<file path="config.mk">
export PLATFORM = sky130hd
export DESIGN_NAME = mc_datapath_gen
export DESIGN_NICKNAME = d
export VERILOG_FILES = /design/src/rtl/mc_datapath_gen.sv
export SDC_FILE = /design/constraint.sdc
export NUM_CORES = 2
export LEC_CHECK = 0
export CAP_MARGIN = 25
export CORE_AREA = 8 8 614 495
export CTS_CLUSTER_DIAMETER = 60
export CTS_CLUSTER_SIZE = 28
export DETAILED_ROUTE_END_ITERATION = 6
export DIE_AREA = 0 0 622 503
export PLACE_DENSITY = 0.42
export RECOVER_POWER = 100
export SYNTH_ARGS = -nofsm -noshare
export SYNTH_HDL_FRONTEND = slang
export SYNTH_SLANG_ARGS = --single-unit
</file>
<file path="constraint.sdc">
create_clock -name clk -period 9.75 [get_ports clk]
set_input_delay 1.95 -clock clk [delete_from_list [all_inputs] [get_ports clk]]
set_output_delay 1.95 -clock clk [all_outputs]
set_load 0.05 [all_outputs]
</file>
<file path="src/rtl/mc_datapath_gen.sv">
// mc_datapath_gen: multicycle MIPS-32 datapath with register file, handshaked memory port and sub-word load/store lanes
module mc_datapath_gen #(
  parameter logic [31:0] PC_RESET = 32'h0000_0000,
  parameter logic [31:0] PC_INC = 32'd4,
  parameter int NREGS = 32
) (
  input  logic        clk,
  input  logic        reset,
  input  logic        IorD,
  input  logic        IRWrite,
  input  logic        RegWrite,
  input  logic        ALUSrcA,
  input  logic        PCWrite,
  input  logic        PCWriteCond,
  input  logic        Branch,
  input  logic        BranchNe,
  input  logic        MemRead,
  input  logic        MemWrite,
  input  logic [1:0]  RegDst,
  input  logic [1:0]  MemtoReg,
  input  logic [1:0]  ALUSrcB,
  input  logic [1:0]  PCSource,
  input  logic [3:0]  ALU_operation,
  input  logic [2:0]  RAMCtrl,
  input  logic [31:0] data2CPU,
  input  logic        mem_ready,
  output logic        mem_req,
  output logic        mem_we,
  output logic [3:0]  mem_be,
  output logic [31:0] M_addr,
  output logic [31:0] data_out,
  output logic [31:0] PC_Current,
  output logic [31:0] Inst,
  output logic        zero,
  output logic        overflow,
  output logic        busy,
  output logic        misalign
);
  localparam int RW = $clog2(NREGS);
  typedef enum logic {IDLE, WAIT} state_t;
  state_t state_q, state_d;
  logic [31:0] pc_q, pc_d, ir_q, ir_d, mdr_q, mdr_d, a_q, a_d, b_q, b_d;
  logic [31:0] alu_out_q, alu_out_d, addr_q, addr_d, wdata_q, wdata_d;
  logic [31:0] rf_q [NREGS];
  logic [31:0] rf_d [NREGS];
  logic we_q, we_d, irw_q, irw_d, mis_q, mis_d;
  logic [3:0] be_q, be_d;
  logic [2:0] ctl_q, ctl_d;
  logic [4:0] rs, rt, wr_idx, sh;
  logic [31:0] rs_val, rt_val, imm, src_a, src_b, alu_res, add_r, sub_r, wr_val, pc_src;
  logic [31:0] req_addr, be_wdata, ld_val;
  logic [3:0] be_new;
  logic [15:0] lane_h;
  logic [7:0] lane_b;
  logic pc_we, wr_ok, start, bad, is_half;
  assign rs = ir_q[25:21];
  assign rt = ir_q[20:16];
  assign rs_val = 32'(rs) < NREGS ? rf_q[rs[RW-1:0]] : '0;
  assign rt_val = 32'(rt) < NREGS ? rf_q[rt[RW-1:0]] : '0;
  assign imm = {{16{ir_q[15]}}, ir_q[15:0]};
  assign src_a = ALUSrcA ? pc_q : a_q;
  assign src_b = ALUSrcB == 2'd0 ? b_q : ALUSrcB == 2'd1 ? PC_INC : ALUSrcB == 2'd2 ? imm : imm << 2;
  assign sh = src_b[4:0];
  assign add_r = src_a + src_b;
  assign sub_r = src_a - src_b;
  always_comb begin
    case (ALU_operation)
      4'b0000: alu_res = src_a & src_b;
      4'b0001: alu_res = src_a | src_b;
      4'b0010: alu_res = add_r;
      4'b0011: alu_res = src_a ^ src_b;
      4'b0100: alu_res = ~(src_a | src_b);
      4'b0101: alu_res = src_a >> sh;
      4'b0110: alu_res = sub_r;
      4'b0111: alu_res = {31'b0, $signed(src_a) < $signed(src_b)};
      4'b1000: alu_res = {31'b0, src_a < src_b};
      4'b1001: alu_res = src_a << sh;
      4'b1010: alu_res = $signed(src_a) >>> sh;
      4'b1011: alu_res = src_b << 16;
      default: alu_res = '0;
    endcase
  end
  assign zero = alu_res == '0;
  assign overflow = ALU_operation == 4'b0010 ? (src_a[31] == src_b[31] && add_r[31] != src_a[31]) :
                    ALU_operation == 4'b0110 ? (src_a[31] != src_b[31] && sub_r[31] != src_a[31]) : 1'b0;
  assign busy = state_q == WAIT;
  assign pc_we = (PCWrite | (PCWriteCond & Branch & (zero ^ BranchNe))) & ~busy;
  assign pc_src = PCSource == 2'd0 ? alu_res : PCSource == 2'd1 ? alu_out_q :
                  PCSource == 2'd2 ? {pc_q[31:28], ir_q[25:0], 2'b00} : a_q;
  assign wr_idx = RegDst == 2'd0 ? rt : RegDst == 2'd1 ? ir_q[15:11] : RegDst == 2'd2 ? 5'd31 : 5'd0;
  assign wr_ok = RegWrite & ~busy & (wr_idx != 5'd0) & (32'(wr_idx) < NREGS);
  assign wr_val = MemtoReg == 2'd0 ? alu_out_q : MemtoReg == 2'd1 ? mdr_q : MemtoReg == 2'd2 ? pc_q : '0;
  assign start = ~busy & (MemRead | MemWrite);
  assign req_addr = IorD ? alu_out_q : pc_q;
  assign is_half = RAMCtrl == 3'd1 || RAMCtrl == 3'd2;
  assign bad = RAMCtrl > 3'd4 || (RAMCtrl == 3'd0 && req_addr[1:0] != 2'b00) || (is_half && req_addr[0]);
  assign be_new = RAMCtrl == 3'd0 ? 4'b1111 : is_half ? (req_addr[1] ? 4'b1100 : 4'b0011) : 4'b0001 << req_addr[1:0];
  assign be_wdata = RAMCtrl == 3'd0 ? b_q : is_half ? {2{b_q[15:0]}} : {4{b_q[7:0]}};
  assign lane_h = addr_q[1] ? data2CPU[31:16] : data2CPU[15:0];
  assign lane_b = 8'(data2CPU >> {addr_q[1:0], 3'b000});
  assign ld_val = ctl_q == 3'd0 ? data2CPU : ctl_q == 3'd1 ? {{16{lane_h[15]}}, lane_h} :
                  ctl_q == 3'd2 ? {16'b0, lane_h} : ctl_q == 3'd3 ? {{24{lane_b[7]}}, lane_b} : {24'b0, lane_b};
  always_comb begin
    pc_d = pc_we ? pc_src : pc_q;
    ir_d = ir_q;
    mdr_d = mdr_q;
    a_d = busy ? a_q : rs_val;
    b_d = busy ? b_q : rt_val;
    alu_out_d = alu_res;
    rf_d = rf_q;
    if (wr_ok) rf_d[wr_idx[RW-1:0]] = wr_val;
    state_d = state_q;
    addr_d = addr_q;
    we_d = we_q;
    irw_d = irw_q;
    be_d = be_q;
    ctl_d = ctl_q;
    wdata_d = wdata_q;
    mis_d = 1'b0;
    if (start && bad) mis_d = 1'b1;
    if (start && !bad) begin
      state_d = WAIT;
      addr_d = req_addr;
      we_d = MemWrite;
      irw_d = IRWrite & ~MemWrite;
      be_d = be_new;
      ctl_d = RAMCtrl;
      wdata_d = be_wdata;
    end
    if (busy && mem_ready) begin
      state_d = IDLE;
      mdr_d = we_q ? mdr_q : ld_val;
      ir_d = (!we_q && irw_q) ? data2CPU : ir_q;
    end
  end
  always_ff @(posedge clk) begin
    if (!reset) begin
      state_q <= IDLE;
      pc_q <= PC_RESET;
      ir_q <= '0;
      mdr_q <= '0;
      a_q <= '0;
      b_q <= '0;
      alu_out_q <= '0;
      rf_q <= '{default: '0};
      addr_q <= '0;
      we_q <= 1'b0;
      irw_q <= 1'b0;
      be_q <= '0;
      ctl_q <= '0;
      wdata_q <= '0;
      mis_q <= 1'b0;
    end else begin
      state_q <= state_d;
      pc_q <= pc_d;
      ir_q <= ir_d;
      mdr_q <= mdr_d;
      a_q <= a_d;
      b_q <= b_d;
      alu_out_q <= alu_out_d;
      rf_q <= rf_d;
      addr_q <= addr_d;
      we_q <= we_d;
      irw_q <= irw_d;
      be_q <= be_d;
      ctl_q <= ctl_d;
      wdata_q <= wdata_d;
      mis_q <= mis_d;
    end
  end
  assign mem_req = busy;
  assign mem_we = we_q;
  assign mem_be = be_q;
  assign M_addr = addr_q;
  assign data_out = wdata_q;
  assign PC_Current = pc_q;
  assign Inst = ir_q;
  assign misalign = mis_q;
endmodule

</file>
==> flow_summary.html <==
<table>
<tr><th>Metric</th><th>Value</th></tr>
<tr><th colspan="2">STA</th></tr>
<tr><td>Summed negative setup slack over all endpoints</td><td>0 ns</td></tr>
<tr><td>Maximum achievable frequency</td><td>0.1047 GHz</td></tr>
<tr><td>Worst Tran Pin Value</td><td>3.804 ns</td></tr>
<tr><td>Clock period minus worst slack</td><td>9.552 ns</td></tr>
<tr><td>Relative slew slack</td><td>-153.6%</td></tr>
<tr><td>Worst Skew</td><td>0.03627 ns</td></tr>
<tr><td>Share of the cycle needed by the critical path after routing</td><td>97.97%</td></tr>
<tr><td>Final Slew Violations</td><td>697</td></tr>
<tr><td>Number of hold violations in the final report</td><td>0</td></tr>
<tr><td>RSZ-0062 raised after global routing</td><td>no</td></tr>
<tr><td>Count of final setup violators</td><td>0</td></tr>
<tr><th colspan="2">Power and ir drop</th></tr>
<tr><td>Maximum vdd drop</td><td>0.1459 mV</td></tr>
<tr><td>Power density over the cells</td><td>137.9 nW/um2</td></tr>
<tr><td>Reported leakage power</td><td>27.43 nW</td></tr>
<tr><td>Overall Power</td><td>11.82 mW</td></tr>
<tr><th colspan="2">Yosys</th></tr>
<tr><td>Async set or reset register ratio after synthesis</td><td>0%</td></tr>
<tr><td>FF+latch count, synth</td><td>1291</td></tr>
<tr><td>Number of nets in the synthesized netlist</td><td>7676</td></tr>
<tr><td>Netlist Area Pre-Place</td><td>73040 um2</td></tr>
<tr><td>Synthesized area divided by synthesized cell count</td><td>9.721 um2</td></tr>
<tr><td>Synthesized instance count</td><td>7514</td></tr>
<tr><td>Cell variety after synth</td><td>110</td></tr>
<tr><td>Proportion of synthesized chip area in sequential cells</td><td>35.38%</td></tr>
<tr><td>Number of warnings printed during yosys synthesis</td><td>0</td></tr>
<tr><td>Number of enable-type register cells in the synthesized netlist</td><td>0</td></tr>
<tr><td>Top_reg_cell synth</td><td>sky130_fd_sc_hd__dfxtp_1</td></tr>
<tr><th colspan="2">Clock network</th></tr>
<tr><td>Clock root buffer</td><td>sky130_fd_sc_hd__clkbuf_16</td></tr>
<tr><td>Clock latency on the worst-skew pair</td><td>0.80 ns</td></tr>
<tr><td>TritonCTS buffer count</td><td>112</td></tr>
<tr><td>Clock transition at the registers of the reported paths</td><td>0.08 ns</td></tr>
<tr><td>Clock tree from TritonCTS</td><td>yes</td></tr>
<tr><td>Deepest clock path buffer count</td><td>3</td></tr>
<tr><td>Total number of clock tree sinks</td><td>1291</td></tr>
<tr><td>H-tree levels</td><td>3</td></tr>
<tr><th colspan="2">Critical path</th></tr>
<tr><td>Reg-to-reg critical path startpoint</td><td>Inst[7]</td></tr>
<tr><td>Kind of end point of the critical path</td><td>output pin</td></tr>
<tr><td>Stage delay of the slowest cell on the critical path</td><td>0.62 ns</td></tr>
<tr><td>Delay-heaviest family, CP</td><td>simple AND/OR/NAND/NOR gates</td></tr>
<tr><td>Cell at the slowest stage of the critical path</td><td>sky130_fd_sc_hd__or4_1</td></tr>
<tr><td>Number of buffers and inverters on the critical path</td><td>6</td></tr>
<tr><td>Crit path DAT</td><td>7.60 ns</td></tr>
<tr><td>CP cell instances</td><td>buf_2, buf_4, buf_4, mux2_2, ha_1, a21oi_1, o31ai_1, buf_4, a32o_1, nor4b_2, buf_4, nor3_2, a31o_2, mux2_2, a211oi_2, or4b_1, or4_1, or3_4, nor2b_4, buf_12</td></tr>
<tr><td>Most frequent cell on the critical path</td><td>sky130_fd_sc_hd__buf_4</td></tr>
<tr><td>Reg2Reg Capture Point</td><td>PC_Current[31]</td></tr>
<tr><td>Worst-case reg-to-reg path depth</td><td>26</td></tr>
<tr><td>Class of the most critical setup path</td><td>primary input to output pin</td></tr>
<tr><td>Setup slack, reg-to-reg</td><td>1.08 ns</td></tr>
<tr><td>Sort of element at the start of the critical path</td><td>primary input</td></tr>
<tr><td>Endpoint required time on the critical path</td><td>7.80 ns</td></tr>
<tr><td>Critical-path maximum fanout</td><td>8</td></tr>
<tr><th colspan="2">Cells and area</th></tr>
<tr><td>Nets@finish</td><td>7728</td></tr>
<tr><td>Share of the core filled with cells in the final layout</td><td>29.24%</td></tr>
<tr><td>Area growth from synthesis to layout</td><td>17.35%</td></tr>
<tr><td>Layout cell share with drive strength beyond 1</td><td>21.36%</td></tr>
<tr><td>Leading cell types in the layout, fill and taps excluded</td><td>sky130_fd_sc_hd__nor2_1, sky130_fd_sc_hd__dfxtp_1, sky130_fd_sc_hd__a211oi_1</td></tr>
<tr><td>Most frequent standard cell in the layout excluding fill and tap cells</td><td>sky130_fd_sc_hd__nor2_1</td></tr>
<tr><td>Final-layout fill cell count</td><td>30541</td></tr>
<tr><td>Post-Layout Cell Count</td><td>11549</td></tr>
<tr><th colspan="2">Global routing</th></tr>
<tr><td>GRT Overall Usage</td><td>23.02%</td></tr>
<tr><td>Global-route wire length before repair</td><td>520.0 mm</td></tr>
<tr><td>Number of antenna violations at the first check in global routing</td><td>39</td></tr>
<tr><td>Pin count of the biggest net entering global routing</td><td>203</td></tr>
<tr><td>Remaining Overflow, GRT</td><td>0</td></tr>
<tr><td>Number of global-route vias before repair</td><td>61453</td></tr>
<tr><th colspan="2">Route</th></tr>
<tr><td>Number of detailed-route iterations in the first pass</td><td>7</td></tr>
<tr><td>DRC Markers</td><td>1</td></tr>
<tr><td>DR iter-0 viols</td><td>8133</td></tr>
<tr><td>Via density per instance</td><td>5.703</td></tr>
<tr><td>Vias</td><td>65861</td></tr>
<tr><td>DRT antenna net count</td><td>0</td></tr>
<tr><td>Wire length reported by the detailed router</td><td>377.4 mm</td></tr>
<tr><td>WL per Instance</td><td>32.68 um</td></tr>
<tr><th colspan="2">Placed design</th></tr>
<tr><td>Buffers on Ports</td><td>197</td></tr>
<tr><td>Post-detail-place hpwl</td><td>261.3 mm</td></tr>
<tr><td>Final GP Congestion</td><td>1.020</td></tr>
<tr><td>Placed cells</td><td>11317</td></tr>
<tr><th colspan="2">Hold path</th></tr>
<tr><td>Worst hold start</td><td>Inst[27]</td></tr>
<tr><td>Worst Hold Path EP</td><td>Inst[27]</td></tr>
<tr><td>Hold Path Class</td><td>flip-flop to flip-flop</td></tr>
<tr><td>Worst hold stages</td><td>2</td></tr>
<tr><th colspan="2">Floorplan</th></tr>
<tr><td>I/O pin total</td><td>198</td></tr>
<tr><td>Starting Density</td><td>24.92%</td></tr>
<tr><td>Overall die area</td><td>312900 um2</td></tr>
<tr><td>Die extent in y</td><td>503 um</td></tr>
<tr><td>Width of the die</td><td>622 um</td></tr>
<tr><td>Std-Cell Core Area</td><td>293100 um2</td></tr>
<tr><td>Number of placement rows</td><td>178</td></tr>
<tr><th colspan="2">Status</th></tr>
<tr><td>Result of the run</td><td>finished, violations left</td></tr>
<tr><td>Violated checks</td><td>design-rule violations, max-capacitance violations, max-slew violations</td></tr>
<tr><th colspan="2">Job</th></tr>
<tr><td>Reported max-cap violation count</td><td>10</td></tr>
</table>
[power breakdown]
group / total [mW] / switching (mW) / internal (mW) / leakage, nW
clock network: 5.06 / 2.62 / 2.44 / 1.99
logic: 1.32 / 0.901 / 0.420 / 15.0
registers: 5.44 / 0.0913 / 5.35 / 10.4
total: 11.8 / 3.61 / 8.21 / 27.4
[per-stage QoR]
step / hold WS, ns / worst slack [ns] / instance area [um2]
3_3_place_gp: 0.4457 / -0.08648 / 81550
6_report: 0.4600 / 0.1979 / 85710
2_1_floorplan: 0.4431 / 0.2207 / 73040
3_5_place_dp: 0.4514 / -0.1013 / 81610
5_1_grt: 0.4921 / 0.009757 / 85680
4_1_cts: 0.4629 / 0.01890 / 85710
[timing repair]
item	CTS	global route
buffers inserted	0	2
pin swaps	1	3
endpoints found under the setup margin	1	1
hold buffers	0	0
resized for setup	1	12
[worst reg2reg max path: stages, from the launching register on]
cell	delay (ns)
sky130_fd_sc_hd__dfxtp_1	0.87
sky130_fd_sc_hd__mux2i_1	0.17
sky130_fd_sc_hd__o21ai_0	0.36
sky130_fd_sc_hd__buf_4	0.20
sky130_fd_sc_hd__inv_1	0.05
sky130_fd_sc_hd__ha_1	0.30
sky130_fd_sc_hd__a311oi_1	0.64
sky130_fd_sc_hd__nor4b_1	0.31
sky130_fd_sc_hd__clkbuf_1	0.19
sky130_fd_sc_hd__a2111oi_2	0.10
sky130_fd_sc_hd__clkbuf_1	0.19
sky130_fd_sc_hd__a211oi_1	0.43
sky130_fd_sc_hd__buf_4	0.20
sky130_fd_sc_hd__o21ai_0	0.22
sky130_fd_sc_hd__clkbuf_1	0.22
sky130_fd_sc_hd__a211oi_1	0.25
sky130_fd_sc_hd__clkbuf_1	0.20
sky130_fd_sc_hd__o2111ai_1	0.13
sky130_fd_sc_hd__a32oi_1	0.34
sky130_fd_sc_hd__clkbuf_1	0.48
sky130_fd_sc_hd__nand4_1	0.39
sky130_fd_sc_hd__nor4_1	0.47
sky130_fd_sc_hd__clkbuf_1	0.21
sky130_fd_sc_hd__a211oi_4	0.06
sky130_fd_sc_hd__clkbuf_1	0.70
sky130_fd_sc_hd__a21oi_1	0.69
sky130_fd_sc_hd__o221a_1	0.26
[routing by layer]
metal  up-vias  part of all wire (%)  global-route usage (%)
li1      28610                     -                       -
met1     33547                    46                   33.47
met2      3101                    41                   33.07
met3       593                   8.5                   5.154
met4        10                   4.3                   8.523
met5         -                 0.019                       0
[worst max path at each step]
stage | startpoint | endpoint | cells past startpoint
2_1_floorplan | ALUSrcB[1] | zero | 20
3_3_place_gp | ALUSrcB[0] | zero | 22
3_5_place_dp | ALUSrcB[0] | zero | 21
4_1_cts | ALUSrcB[1] | zero | 20
5_1_grt | ALUSrcB[1] | zero | 20
6_report | ALUSrcA | zero | 20
[flip-flops by register name, summed over array words and instances (netlist names), 3 cells and up]
signal	count
ctl_q	3
PC_Current	32
b_q	32
alu_out_q	32
M_addr	32
data_out	32
mdr_q	32
rf_q	1024
mem_be	4
Inst	32
a_q	32
[cells by family (layout without fill, tap and decap cells)]
logic type               Yosys count  in the layout  share of synthesized area (%)
AND/OR/NAND/NOR                 2110           2110                          12.08
flip-flops                      1291           1291                          35.38
multiplexers                     971            971                          25.22
buffers and inverters            938           1088                          5.101
AO/OA/AOI/OAI                   2080           2080                          20.18
adder cells (fa/ha/maj)          102            102                          1.768
other                              0             15                              0
XOR/XNOR                          22             22                         0.2638
[synth_stat cells, types with 22 or more instances]
cell | instances | area share [%]
sky130_fd_sc_hd__mux2i_1 | 246 | 3.4
sky130_fd_sc_hd__a21o_1 | 38 | 0.39
sky130_fd_sc_hd__inv_1 | 115 | 0.59
sky130_fd_sc_hd__a211oi_1 | 1066 | 11
sky130_fd_sc_hd__a311oi_1 | 25 | 0.30
sky130_fd_sc_hd__o22ai_1 | 25 | 0.21
sky130_fd_sc_hd__nand4_1 | 26 | 0.22
sky130_fd_sc_hd__a22oi_1 | 38 | 0.39
sky130_fd_sc_hd__o211ai_1 | 70 | 0.72
sky130_fd_sc_hd__clkbuf_1 | 666 | 3.4
sky130_fd_sc_hd__nand2_1 | 256 | 1.3
sky130_fd_sc_hd__mux2_2 | 28 | 0.43
sky130_fd_sc_hd__o21ai_0 | 181 | 1.2
sky130_fd_sc_hd__buf_2 | 50 | 0.34
sky130_fd_sc_hd__nor3_1 | 55 | 0.38
sky130_fd_sc_hd__ha_1 | 100 | 1.7
sky130_fd_sc_hd__mux4_2 | 690 | 21
sky130_fd_sc_hd__a31oi_1 | 30 | 0.26
sky130_fd_sc_hd__nand2b_1 | 22 | 0.19
sky130_fd_sc_hd__and2_1 | 53 | 0.45
sky130_fd_sc_hd__nand3_1 | 92 | 0.63
sky130_fd_sc_hd__o221ai_1 | 34 | 0.41
sky130_fd_sc_hd__nor2_1 | 1483 | 7.6
sky130_fd_sc_hd__a21oi_1 | 325 | 2.2
sky130_fd_sc_hd__buf_1 | 71 | 0.36
sky130_fd_sc_hd__dfxtp_1 | 1291 | 35
[layout make-up]
cell class / instances / area (um2) / area share, %
diodes: 15 / 37.54 / 0.04379
clock inverters: 86 / 1151 / 1.343
repair buffers: 749 / 6422 / 7.493
inverters: 127 / 478.0 / 0.5576
flip-flops and latches: 1291 / 25880 / 30.20
multi-input cells: 5285 / 43950 / 51.28
well taps: 3870 / 4842 / 5.649
clock buffers: 126 / 2945 / 3.436
Power figures use the tool's default switching activity.
